**src/rtl/board_pattern_gen_pkg.sv**
```systemverilog
// Shared mode encoding for the board bring-up pattern generator.
package board_pkg;

    typedef logic [1:0] mode_t;

    localparam mode_t MODE_WALK   = 2'd0;
    localparam mode_t MODE_FLASH  = 2'd1;
    localparam mode_t MODE_COUNT  = 2'd2;
    localparam mode_t MODE_BOUNCE = 2'd3;

endpackage

```
**src/rtl/board_pattern_gen_button_debounce.sv**
```systemverilog
// Raw push-button conditioning: 2-FF synchroniser, stable-count debounce and
// a one-cycle press pulse on each accepted 0->1 transition.
module button_debounce #(
    parameter int DEBOUNCE_CYCLES = 65536
) (
    input  logic clk,
    input  logic resetn,
    input  logic btn_raw,
    output logic btn_level,
    output logic btn_press
);

    localparam int CNT_W = $clog2(DEBOUNCE_CYCLES + 1);
    localparam logic [CNT_W-1:0] CNT_LAST = CNT_W'(DEBOUNCE_CYCLES - 1);
    localparam logic [CNT_W-1:0] CNT_ONE  = CNT_W'(1);

    logic             r_sync1;
    logic             r_sync2;
    logic             r_level;
    logic             r_press;
    logic [CNT_W-1:0] r_cnt;

    always_ff @(posedge clk or negedge resetn) begin
        if (!resetn) begin
            r_sync1 <= 1'b0;
            r_sync2 <= 1'b0;
            r_level <= 1'b0;
            r_press <= 1'b0;
            r_cnt   <= '0;
        end else begin
            r_sync1 <= btn_raw;
            r_sync2 <= r_sync1;
            r_press <= 1'b0;
            if (r_sync2 == r_level) begin
                r_cnt <= '0;
            end else if (r_cnt == CNT_LAST) begin
                // The cycle that completes the stable run accepts the new level.
                r_cnt   <= '0;
                r_level <= ~r_level;
                r_press <= ~r_level;
            end else begin
                r_cnt <= r_cnt + CNT_ONE;
            end
        end
    end

    assign btn_level = r_level;
    assign btn_press = r_press;

endmodule

```
**src/rtl/board_pattern_gen.sv**
```systemverilog
// Board bring-up pattern generator: four selectable patterns on CHANNELS pins,
// stepped by a prescaler, with debounced mode and pause buttons.
module board_pattern_gen
    import board_pkg::*;
#(
    parameter int CHANNELS        = 48,
    parameter int TICK_DIV        = 240000,
    parameter int DEBOUNCE_CYCLES = 65536
) (
    input  logic                clk,
    input  logic                resetn,
    input  logic                button_next,
    input  logic                button_pause,
    output logic [CHANNELS-1:0] pattern,
    output logic                blink,
    output logic                tick,
    output logic [1:0]          mode,
    output logic                paused,
    output logic [1:0]          buttons_db
);

    localparam int PRE_W = $clog2(TICK_DIV);
    localparam logic [PRE_W-1:0]    PRE_LAST = PRE_W'(TICK_DIV - 1);
    localparam logic [PRE_W-1:0]    PRE_ONE  = PRE_W'(1);
    localparam logic [CHANNELS-1:0] PAT_ONE  = CHANNELS'(1);

    logic                w_next_level;
    logic                w_next_press;
    logic                w_pause_level;
    logic                w_pause_press;
    logic                w_blink_next;
    logic                w_bounce_dir;
    logic [CHANNELS-1:0] w_bounce_pat;
    logic [CHANNELS-1:0] w_step_pat;
    mode_t               w_mode_next;

    logic [CHANNELS-1:0] r_pattern;
    logic [PRE_W-1:0]    r_presc;
    logic                r_blink;
    logic                r_tick;
    logic                r_paused;
    logic                r_dir_up;
    mode_t               r_mode;

    button_debounce #(.DEBOUNCE_CYCLES(DEBOUNCE_CYCLES)) u_db_next (
        .clk       (clk),
        .resetn    (resetn),
        .btn_raw   (button_next),
        .btn_level (w_next_level),
        .btn_press (w_next_press)
    );

    button_debounce #(.DEBOUNCE_CYCLES(DEBOUNCE_CYCLES)) u_db_pause (
        .clk       (clk),
        .resetn    (resetn),
        .btn_raw   (button_pause),
        .btn_level (w_pause_level),
        .btn_press (w_pause_press)
    );

    function automatic logic [CHANNELS-1:0] mode_seed(input mode_t m);
        return (m == MODE_WALK || m == MODE_BOUNCE) ? PAT_ONE : '0;
    endfunction

    assign w_blink_next = ~r_blink;
    assign w_mode_next  = r_mode + 2'd1;

    // Direction flips on the step that lands on an end bit, so each end holds one tick.
    always_comb begin
        w_bounce_pat = r_pattern;
        w_bounce_dir = r_dir_up;
        if (CHANNELS > 1) begin
            if (r_dir_up) begin
                w_bounce_pat = r_pattern << 1;
                w_bounce_dir = ~w_bounce_pat[CHANNELS-1];
            end else begin
                w_bounce_pat = r_pattern >> 1;
                w_bounce_dir = w_bounce_pat[0];
            end
        end
    end

    always_comb begin
        w_step_pat = r_pattern;
        case (r_mode)
            MODE_WALK:  w_step_pat = {r_pattern[0], r_pattern[CHANNELS-1:1]};
            MODE_FLASH: w_step_pat = {CHANNELS{w_blink_next}};
            MODE_COUNT: w_step_pat = r_pattern + PAT_ONE;
            default:    w_step_pat = w_bounce_pat;
        endcase
    end

    // A next press pre-empts any step in the same cycle, paused or not.
    always_ff @(posedge clk or negedge resetn) begin
        if (!resetn) begin
            r_pattern <= PAT_ONE;
            r_presc   <= '0;
            r_blink   <= 1'b0;
            r_tick    <= 1'b0;
            r_paused  <= 1'b0;
            r_dir_up  <= 1'b1;
            r_mode    <= MODE_WALK;
        end else begin
            r_tick <= 1'b0;
            if (w_pause_press) begin
                r_paused <= ~r_paused;
            end
            if (w_next_press) begin
                r_mode    <= w_mode_next;
                r_pattern <= mode_seed(w_mode_next);
                r_dir_up  <= 1'b1;
                r_presc   <= '0;
            end else if (!r_paused) begin
                if (r_presc == PRE_LAST) begin
                    r_presc   <= '0;
                    r_tick    <= 1'b1;
                    r_blink   <= w_blink_next;
                    r_pattern <= w_step_pat;
                    if (r_mode == MODE_BOUNCE) begin
                        r_dir_up <= w_bounce_dir;
                    end
                end else begin
                    r_presc <= r_presc + PRE_ONE;
                end
            end
        end
    end

    assign pattern    = r_pattern;
    assign blink      = r_blink;
    assign tick       = r_tick;
    assign mode       = r_mode;
    assign paused     = r_paused;
    assign buttons_db = {w_pause_level, w_next_level};

endmodule

```
**config.mk**
```make
export PLATFORM = sky130hd
export DESIGN_NAME = board_pattern_gen
export DESIGN_NICKNAME = d
export VERILOG_FILES = /design/src/rtl/board_pattern_gen_pkg.sv /design/src/rtl/board_pattern_gen_button_debounce.sv /design/src/rtl/board_pattern_gen.sv
export SDC_FILE = /design/constraint.sdc
export NUM_CORES = 1
export LEC_CHECK = 0
export ABC_CLOCK_PERIOD_IN_PS = 2050
export CAP_MARGIN = 30
export CORE_MARGIN = 2
export CORE_UTILIZATION = 54
export CTS_CLUSTER_SIZE = 8
export DETAILED_ROUTE_END_ITERATION = 10
export MAX_ROUTING_LAYER = met4
export PLACE_DENSITY = 0.83
export SYNTH_ARGS = -nofsm -noshare
export SYNTH_HDL_FRONTEND = slang
export SYNTH_HIERARCHICAL = 1
export SYNTH_SLANG_ARGS = --single-unit
```
**constraint.sdc**
```tcl
create_clock -name clk -period 2.05 [get_ports clk]
set_input_delay 0.5125 -clock clk [delete_from_list [all_inputs] [get_ports clk]]
set_output_delay 0.5125 -clock clk [all_outputs]
set_load 0.05 [all_outputs]
```
==> results.py, run 1 <==
metrics = {
    "critical_path": {
        "worstSetupPathType": "register to register",
        "worstPathMaxFanout": 3,
        "worstPathArrival_ps": 2520,
        "worst_setup_path_start_kind": "register",
        "ff2ff_setup_slack_ps": -130,
        "worstPathRequired_ps": 2390,
        "endpoint_kind": "register",
    },
    "sta": {
        "rsz0062_at_grt": "yes",
        "slew_headroom_pct": 64.7,
        "setup_ws_ps": -128,
        "post-route-min-period_ps": 2180,
        "holdWs_ps": 31.5,
        "max_slew.worst_pin.slew_ps": 525,
        "finalSetupViolCount": 14,
        "finalSetupTns_ps": -960,
        "drv_slew": 0,
        "post-route-period-util_pct": 106,
        "skew_ps": 7.99,
        "hold_viol_final": 0,
        "fmax_ghz": 0.459,
    },
    "floorplan": {
        "coreArea_um2": 14000,
        "ios": 59,
        "die-height_um": 124,
        "start_util_pct": 55.7,
        "die_w_um": 124,
        "rows": 43,
        "dieArea_um2": 15400,
    },
    "detailed_routing": {
        "dr_total_vias": 8252,
        "routedWlPerCell_um": 20.6,
        "vias_per_cell": 6.65,
        "totalWireLength_mm": 25.6,
        "drt-pass1-iter-count": 8,
        "drt_iter0_markers": 983,
        "drc": 0,
        "ant_nets": 0,
    },
    "logic_synthesis": {
        "avgSynthCellArea_um2": 8.76,
        "ys_seq_area_share_pct": 36.6,
        "synth.net_count": 902,
        "yosysUniqueCellTypes": 83,
        "netlist_area_um2": 7790,
        "yosys_most_used_dff": "dfrtp_1",
        "async_flop_share_pct": 100,
        "synth_cells": 890,
        "ys_ff_latch": 114,
        "synth_edf_count": 0,
        "ys.warnings.count": 6,
    },
    "layout": {
        "area_delta_synth_final_pct": 35.1,
        "layout-drive-gt1-share_pct": 35.7,
        "fin_util_pct": 75.3,
        "nets": 1060,
    },
    "status": {
        "status": "complete, but fails checks",
        "violations": "negative setup slack",
    },
    "clocking": {
        "htree_levels": 4,
        "cts_buffers": 17,
        "cts_buffer_depth": 2,
        "path_clk_slew_ps": 60,
        "root_buffer": "clkbuf_16",
        "insertion_delay_ps": 420,
        "cts_tree": "yes",
        "cts.sinks": 114,
        "cts.hold.buffers_added": 0,
    },
    "global_routing": {
        "grt_pass1_vias": 7793,
        "grt_max_degree": 52,
        "grt-ovfl-total": 0,
        "grt_usage_pct": 33.8,
        "antenna_found_initial": 0,
        "grt_pass1_wl_mm": 39.2,
    },
    "power": {
        "power_switching_mw": 1.12,
        "p_int_mw": 4.25,
        "p_comb_share_pct": 1.7,
        "total_power_mw": 5.37,
        "leakage_nw": 4.46,
        "power.density_nw_per_um2": 510,
        "peakVddDrop_v": 0.000648,
        "clkPwrFrac_pct": 55.8,
        "switching_share_pct": 20.8,
        "seqPwrFrac_pct": 42.5,
    },
    "flow_run": {
        "max_cap_viol_count": 0,
    },
    "placed_design": {
        "io_buffer_count": 58,
        "pre_cts_slack_ps": -184,
        "hpwl_mm": 16.4,
        "place_congestion": 1.01,
    },
    "worst_hold_path": {
        "hold_class": "input pin to async pin",
    },
}
-- kinds of logic after synthesis --
logic type | count (synthesis) | synth area share (%)
compound gates | 196 | 17.9
xor+xnor | 60 | 6.74
fa+ha+maj | 8 | 1.28
buf+inv | 93 | 5.17
flops | 114 | 36.6
mux | 41 | 5.52
simple gates | 378 | 26.7
-- sequential cells by signal, summed over array words and instances, names as in the netlist, 2 cells and up --
signal,cells
pattern,48
u_db_pause/r_cnt,17
r_presc,18
mode,2
u_db_next/r_cnt,17
-- power groups by stage --
stage / Combinational [mW] / Clock (mW) / Sequential (mW)
finish: 0.0904 / 2.99 / 2.28
global route: 0.104 / 3.11 / 2.28
CTS: 0.0936 / 3.02 / 2.28
detailed placement: 0.0927 / 0 / 2.32
global placement: 0.0908 / 0 / 2.32
floorplan: 0.0294 / 0 / 2.32
-- cell type report --
type / instances / area, um2
multi-input cells: 683 / 4990
fillers: 953 / 3460
flip-flops and latches: 114 / 2900
repair buffers: 209 / 1720
clock buffers: 21 / 460
well taps: 180 / 225
clock inverters: 10 / 134
inverters: 22 / 88.8
repair inverters: 1 / 7.51
diodes: 1 / 2.50
-- Yosys cell counts (5+ instances only) --
cell,n,share of area [%]
o21ai_1,6,0.39
ha_1,8,1.3
or3_1,6,0.48
nand2_1,110,5.3
a41oi_1,5,0.56
o211ai_1,10,0.96
nor2b_1,5,0.40
dfrtp_1,112,36
xnor2_1,34,3.8
o22ai_1,8,0.64
and2_1,6,0.48
a21o_1,7,0.67
nand3_1,43,2.8
nor4_1,18,1.4
inv_1,19,0.92
nor3b_1,5,0.48
a221oi_1,10,1.1
o31ai_1,16,1.5
nand4_1,29,2.3
nor2_1,68,3.3
mux2i_1,31,4.0
a31oi_1,10,0.80
and3_1,20,1.6
o21ai_0,24,1.5
a211oi_1,10,0.96
buf_2,18,1.2
a21oi_1,38,2.4
nand4_4,5,1.4
a32o_1,6,0.77
buf_1,8,0.39
clkbuf_1,39,1.9
a22o_1,5,0.56
xor2_1,26,2.9
nor3_1,26,1.7
mux2_2,8,1.2
-- worst max-delay path, stage by stage, from the launching register on --
cell	delay, ps
dfstp_4	640
ha_4	150
nand3_4	100
or4_4	470
nor4_4	240
nand2_1	130
o31a_1	250
o22ai_1	120
-- per-stage QoR --
stage                     cell area [um2]  cells
after global placement               9360   1187
final                               10500   1241
after global routing                10500   1240
after floorplan                      7970    890
after detailed placement             9360   1187
after CTS                           10100   1221
-- timing repair --
action | 4_1_cts | 5_1_grt
buffers inserted | 3 | 20
endpoints found under the setup margin | 28 | 40
pin swaps | 27 | 34
cloned | 0 | 1
gates resized for setup | 26 | 61
-- layout by cell type (no fill, tap or decap), drive strengths merged, types with 6 or more instances in the layout --
master,instances
buf,206
nand2,112
dfrtp,112
nor2,68
nand3,44
a21oi,38
xnor2,34
nand4,34
mux2i,31
o21ai,30
nor3,28
xor2,26
nor4,22
clkbuf,21
inv,20
and3,20
o31ai,16
o211ai,10
a31oi,10
a211oi,10
mux2,10
a221oi,10
o22ai,8
ha,8
a21o,7
and4,7
and2,6
or3,6
a32o,6
a31o,6
clkinv,6
nor3b,6
-- layer usage --
metal	wire length [um]	share of wire, %	vias up	track usage (%)
li1	-	-	3622	-
met1	10100	39	3950	41.6
met2	11900	46	523	51.9
met3	2420	9.5	157	8.29
met4	1240	4.9	0	16.7
met5	0	0	-	-
-- worst paths after layout --
path	from	to	cells after the start
worst max-delay path	pattern[0]$_DFFE_PN1P_	pattern[28]$_DFFE_PN0P_	7
worst min-delay path	resetn	pattern[5]$_DFFE_PN0P_	1
worst max register to register	pattern[0]$_DFFE_PN1P_	pattern[28]$_DFFE_PN0P_	7
worst min register to register	u_db_pause/r_sync1$_DFF_PN0_	u_db_pause/r_sync2$_DFF_PN0_	0
max in group asynchronous	resetn	pattern[25]$_DFFE_PN0P_	2
min in group clk	u_db_pause/r_sync1$_DFF_PN0_	u_db_pause/r_sync2$_DFF_PN0_	0
Note: power is estimated with default switching activity, not from simulation.
==> run 2, diff against run 1 <==
--- a/config.mk
+++ b/config.mk
@@ -5,14 +5,13 @@
 export SDC_FILE = /design/constraint.sdc
 export NUM_CORES = 1
 export LEC_CHECK = 0
-export ABC_CLOCK_PERIOD_IN_PS = 2050
+export ABC_CLOCK_PERIOD_IN_PS = 2400
 export CAP_MARGIN = 30
-export CORE_MARGIN = 2
-export CORE_UTILIZATION = 54
+export CORE_UTILIZATION = 55
 export CTS_CLUSTER_SIZE = 8
 export DETAILED_ROUTE_END_ITERATION = 10
 export MAX_ROUTING_LAYER = met4
-export PLACE_DENSITY = 0.83
+export PLACE_DENSITY = 0.82
 export SYNTH_ARGS = -nofsm -noshare
 export SYNTH_HDL_FRONTEND = slang
 export SYNTH_HIERARCHICAL = 1
==> constraint.sdc (replaced) <==
create_clock -name clk -period 2.4 [get_ports clk]
set_input_delay 0.6 -clock clk [delete_from_list [all_inputs] [get_ports clk]]
set_output_delay 0.6 -clock clk [all_outputs]
set_load 0.05 [all_outputs]
==> run 2 against run 1 <==
  * The flow now finishes without violations
  * Cell count down 6.4%
  * Global-route usage down 0.84 points
  * Design area down 9.2%
  * Hold slack better by 11 ps
  * Flip-flop and latch count unchanged
  * Core utilization down 6.1 points
  * Clock-buffer cell count down 3
  * Critical endpoint is now pattern[45]
  * Largest cell class unchanged
  * Largest power group unchanged
==> results.py, run 2 (synthesis results as in run 1) <==
metrics = {
    "status": {
        "status": "completed",
    },
    "critical_path": {
        "critPathMaxStageDelay_ps": 860,
        "crit_slowest_cell": "clkdlybuf4s50_1",
        "worstPathMaxFanout": 7,
        "worstPathArrival_ps": 1750,
        "worst-path-buf-inv": 1,
        "worstSetupPathType": "register to output port",
        "critPathTopFamily": "buffers and inverters",
        "worst_setup_path_start_kind": "register",
        "worstPathRequired_ps": 1800,
        "path_cells": "clkdlybuf4s50_1",
        "endpoint_kind": "output port",
    },
    "power": {
        "power_switching_mw": 0.954,
        "power.density_nw_per_um2": 486,
        "clkPwrFrac_pct": 56.4,
        "leakage_nw": 4.19,
        "peakVddDrop_v": 0.000543,
        "switching_share_pct": 20.5,
        "seqPwrFrac_pct": 41.9,
        "p_comb_share_pct": 1.7,
        "total_power_mw": 4.65,
        "p_int_mw": 3.69,
    },
    "global_routing": {
        "grt_pass1_wl_mm": 36.4,
        "grt_max_degree": 46,
        "grt-ovfl-total": 0,
        "grt_pass1_vias": 7420,
        "grt_usage_pct": 32.9,
        "antenna_found_initial": 0,
    },
    "sta": {
        "fmax_ghz": 0.425,
        "setup_ws_ps": 45.3,
        "max_slew.worst_pin.slew_ps": 790,
        "drv_slew": 0,
        "post-route-min-period_ps": 2350,
        "skew_ps": 10.4,
        "slew_headroom_pct": 47.3,
        "hold_viol_final": 0,
        "rsz0062_at_grt": "yes",
        "post-route-period-util_pct": 98.1,
        "finalSetupViolCount": 0,
    },
    "layout": {
        "fin_area_um2": 9560,
        "largest_reg_flops": 48,
        "n_antenna_cell": 0,
        "fin_util_pct": 69.2,
        "fillers": 1063,
        "fin_cells": 1162,
        "layout-drive-gt1-share_pct": 16.8,
        "nets": 984,
        "layout_common_cells": "nand2_1 (110), dfrtp_1 (110), buf_4 (77)",
        "area_delta_synth_final_pct": 22.7,
    },
    "placed_design": {
        "dpl_cell_area_um2": 8920,
        "io_buffer_count": 58,
        "pre_cts_slack_ps": 192,
        "hpwl_mm": 14.9,
        "place_inst": 1133,
        "place_congestion": 0.907,
    },
    "floorplan": {
        "dieArea_um2": 14700,
        "die_w_um": 121,
        "rows": 43,
        "start_util_pct": 56.4,
        "ios": 59,
        "die-height_um": 121,
        "coreArea_um2": 13800,
    },
    "detailed_routing": {
        "drc": 0,
        "drt_iter0_markers": 1075,
        "ant_nets": 0,
        "dr_total_vias": 7570,
        "totalWireLength_mm": 22.5,
        "routedWlPerCell_um": 19.4,
        "vias_per_cell": 6.51,
        "drt-pass1-iter-count": 5,
    },
    "clocking": {
        "insertion_delay_ps": 430,
        "cts.sinks": 114,
        "cts_tree": "yes",
        "cts_buffers": 17,
        "path_clk_slew_ps": 50,
        "cts_buffer_depth": 2,
        "root_buffer": "clkbuf_16",
        "htree_levels": 4,
    },
    "flow_run": {
        "max_cap_viol_count": 0,
    },
    "worst_hold_path": {
        "hold_class": "input pin to async pin",
    },
}
run 2: changes by cell type in the layout (fill, tap and decap cells not counted), moves of 14 or more:
cell,change
buf_4,-113
clkdlybuf4s50_1,+24
dfrtp_2,-29
dlymetal6s2s_1,+14
dfrtp_1,+29
run 2: metal layers:
layer | global-route usage (%) | routed length, um | vias up
met5 | - | 0 | -
met4 | 19.1 | 811 | 0
met3 | 8.83 | 2230 | 93
met2 | 50.3 | 10600 | 427
met1 | 39.1 | 8840 | 3601
li1 | - | - | 3449
run 2: metrics by stage:
step                      hold WS [ps]  TNS (ps)
after detailed placement           336         0
after floorplan                    304         0
final                             42.0         0
after global placement             333         0
after global routing              48.0     -22.2
after CTS                         38.5         0
run 2: cell type report:
type | count | area, um2 | share of cell area, %
multi-input combinational | 683 | 4550 | 47.6
sequential | 114 | 2860 | 29.9
timing repair buffer | 134 | 1240 | 13.0
clock buffer | 18 | 439 | 4.59
tap | 180 | 225 | 2.36
clock inverter | 11 | 164 | 1.71
inverter | 22 | 82.6 | 0.864
run 2: worst paths after layout:
kind                                                   start                      endpoint  slack [ps]  depth (start not counted)
min in group clk                u_db_pause/r_sync1$_DFF_PN0_  u_db_pause/r_sync2$_DFF_PN0_         350                          0
worst max register to register        pattern[0]$_DFFE_PN1P_       pattern[28]$_DFFE_PN0P_          90                          7
max in group asynchronous                             resetn          r_dir_up$_DFFE_PN1P_        1720                          2
worst max-delay path                 pattern[45]$_DFFE_PN0P_                   pattern[45]          50                          1
worst min register to register  u_db_pause/r_sync1$_DFF_PN0_  u_db_pause/r_sync2$_DFF_PN0_         350                          0
worst min-delay path                                  resetn           mode[1]$_DFFE_PN0P_          40                          1
run 2: timing repair:
| action | in CTS | in global routing |
|---|---|---|
| buffers inserted | 0 | 0 |
| hold buffers | 0 | 0 |
| gates resized for setup | 10 | 16 |
| pin swaps | 0 | 0 |
| endpoints found under the setup margin | 10 | 16 |
run 2: power by group through the flow:
| stage | clock network, mW | logic, mW | registers, mW |
|---|---|---|---|
| 6_report | 2.62 | 0.0780 | 1.95 |
| 5_1_grt | 2.74 | 0.0907 | 1.95 |
| 4_1_cts | 2.65 | 0.0812 | 1.95 |
| 3_5_place_dp | 0 | 0.0811 | 1.98 |
| 3_3_place_gp | 0 | 0.0797 | 1.98 |
| 2_1_floorplan | 0 | 0.0251 | 1.98 |
==> run 3, diff against run 2 <==
--- a/config.mk
+++ b/config.mk
@@ -7,6 +7,7 @@
 export LEC_CHECK = 0
 export ABC_CLOCK_PERIOD_IN_PS = 2400
 export CAP_MARGIN = 30
+export CORE_MARGIN = 2
 export CORE_UTILIZATION = 55
 export CTS_CLUSTER_SIZE = 8
 export DETAILED_ROUTE_END_ITERATION = 10
==> run 3 against run 2 <==
  * Clock-buffer cell count stayed put
  * Flip-flop and latch count stayed put
  * Cell count is 0.17% lower
  * Worst setup slack better by 23 ps
  * First-iteration DRC count is 22% lower
  * Sequential power hardly changed
==> results.py, run 3 (synthesis results as in run 1) <==
metrics = {
    "detailed_routing": {
        "drt-met1-wl_mm": 8.93,
        "routedWlPerCell_um": 19.4,
        "ant_nets": 0,
        "vias_per_cell": 6.60,
        "dr_total_vias": 7659,
        "totalWireLength_mm": 22.5,
        "wl_met2_mm": 10.5,
        "drt-pass1-iter-count": 7,
        "drt_iter0_markers": 839,
        "drc": 0,
        "met3WireLength_mm": 2.22,
        "routed.top_layer": "met4",
    },
    "power": {
        "p_int_mw": 3.48,
        "power.density_nw_per_um2": 471,
        "switching_share_pct": 21.9,
        "power_switching_mw": 0.973,
        "clkPwrFrac_pct": 54.5,
        "leakage_nw": 4.10,
        "seqPwrFrac_pct": 43.8,
        "peakVddDrop_v": 0.000654,
        "p_comb_share_pct": 1.7,
    },
    "sta": {
        "post-route-min-period_ps": 2330,
        "finalSetupViolCount": 0,
        "drv_slew": 0,
        "rsz0062_at_grt": "no",
        "setup_ws_ps": 68.7,
        "hold_viol_final": 0,
        "max_slew.worst_pin.slew_ps": 570,
        "post-route-period-util_pct": 97.1,
        "slew_headroom_pct": 60.9,
        "finalSetupTns_ps": 0,
        "skew_ps": 8.92,
        "fmax_ghz": 0.429,
    },
    "worst_hold_path": {
        "hold_class": "input pin to async pin",
    },
    "clocking": {
        "cts_tree": "yes",
        "cts_buffer_depth": 2,
        "cts_buffers": 17,
        "cts.hold.buffers_added": 0,
        "cts_resized": 19,
        "insertion_delay_ps": 430,
        "postCtsSetupRepairBufs": 0,
        "htree_levels": 4,
        "path_clk_slew_ps": 60,
        "cts.sinks": 114,
        "root_buffer": "clkbuf_16",
    },
    "global_routing": {
        "grt_max_degree": 45,
        "grt_usage_pct": 32.4,
        "grt_pass1_vias": 7448,
        "antenna_found_initial": 0,
        "grt-ovfl-total": 0,
        "grt_pass1_wl_mm": 37.3,
    },
    "floorplan": {
        "die-height_um": 123,
        "coreArea_um2": 13900,
        "rows": 43,
        "start_util_pct": 56.1,
        "die_w_um": 123,
        "dieArea_um2": 15100,
        "ios": 59,
    },
    "critical_path": {
        "worst_setup_path_start_kind": "register",
        "critPathMaxStageDelay_ps": 850,
        "endpoint_kind": "output port",
        "worst-path-buf-inv": 1,
        "worstPathMaxFanout": 7,
        "crit_slowest_cell": "clkdlybuf4s50_1",
        "path_cells": "clkdlybuf4s50_1",
        "worstSetupPathType": "register to output port",
        "worstPathArrival_ps": 1730,
        "critPathTopFamily": "buffers and inverters",
        "worstPathRequired_ps": 1800,
    },
    "layout": {
        "n_antenna_cell": 0,
        "layout-drive-gt1-share_pct": 16.5,
        "area_delta_synth_final_pct": 21.3,
        "nets": 982,
        "largest_reg_flops": 48,
        "layout_common_cells": "nand2_1 (110), dfrtp_1 (110), buf_4 (77)",
        "fillers": 1103,
    },
    "status": {
        "status": "completed",
    },
    "placed_design": {
        "pre_cts_slack_ps": 163,
        "io_buffer_count": 58,
        "hpwl_mm": 15.1,
        "place_congestion": 0.994,
    },
    "flow_run": {
        "max_cap_viol_count": 0,
    },
}
[run 3: cell count changes in the layout (fill, tap and decap cells not counted), sizes merged]
cell	delta
buf	-2
clkdlybuf4s50	-3
clkinvlp	+1
bufinv	-2
dlymetal6s2s	-6
clkinv	+1
dlygate4sd2	+9
[run 3: layout make-up]
| cell class | instances | area [um2] | share of cell area (%) |
|---|---|---|---|
| flip-flops and latches | 114 | 2860 | 30.2 |
| repair buffers | 132 | 1170 | 12.4 |
| clock buffers | 18 | 439 | 4.65 |
| inverters | 22 | 85.1 | 0.900 |
| clock inverters | 11 | 116 | 1.23 |
| well taps | 180 | 225 | 2.38 |
| multi-input cells | 683 | 4550 | 48.2 |
[run 3: path summary, 6_finish.rpt]
path                       slack [ps]                           to  cells after the start                   startpoint
max in group asynchronous        1500       pattern[0]$_DFFE_PN1P_                      2                       resetn
min reg2reg                       350  u_db_next/r_sync2$_DFF_PN0_                      0  u_db_next/r_sync1$_DFF_PN0_
min in group clk                  350  u_db_next/r_sync2$_DFF_PN0_                      0  u_db_next/r_sync1$_DFF_PN0_
max                                70                  pattern[45]                      1      pattern[45]$_DFFE_PN0P_
min                               150               tick$_DFF_PN0_                      1                       resetn
max reg2reg                       120      pattern[30]$_DFFE_PN0P_                      8       pattern[0]$_DFFE_PN1P_
[run 3: metal layers]
layer	vias to the layer above	global-route usage (%)
met3	93	8.21
met1	3684	40.7
met2	429	49.1
li1	3453	-
met5	-	-
met4	0	15.8
[run 3: stage by stage]
stage,util (%),power (mW),std cells,hold WS (ps),cell area [um2]
after CTS,67.8,4.49,1160,174,9420
after global placement,64.0,2.06,1131,336,8880
after floorplan,-,2.00,890,304,7800
after detailed placement,64.0,2.06,1131,340,8880
after global routing,68.1,4.58,1160,193,9450
final,68.1,4.45,1160,151,9450
[run 3: power by group through the flow]
stage	combinational, mW	sequential, mW	clock [mW]
after floorplan	0.0251	1.98	0
after global placement	0.0762	1.98	0
final	0.0754	1.95	2.43
after detailed placement	0.0778	1.98	0
after global routing	0.0884	1.95	2.55
after CTS	0.0785	1.95	2.46
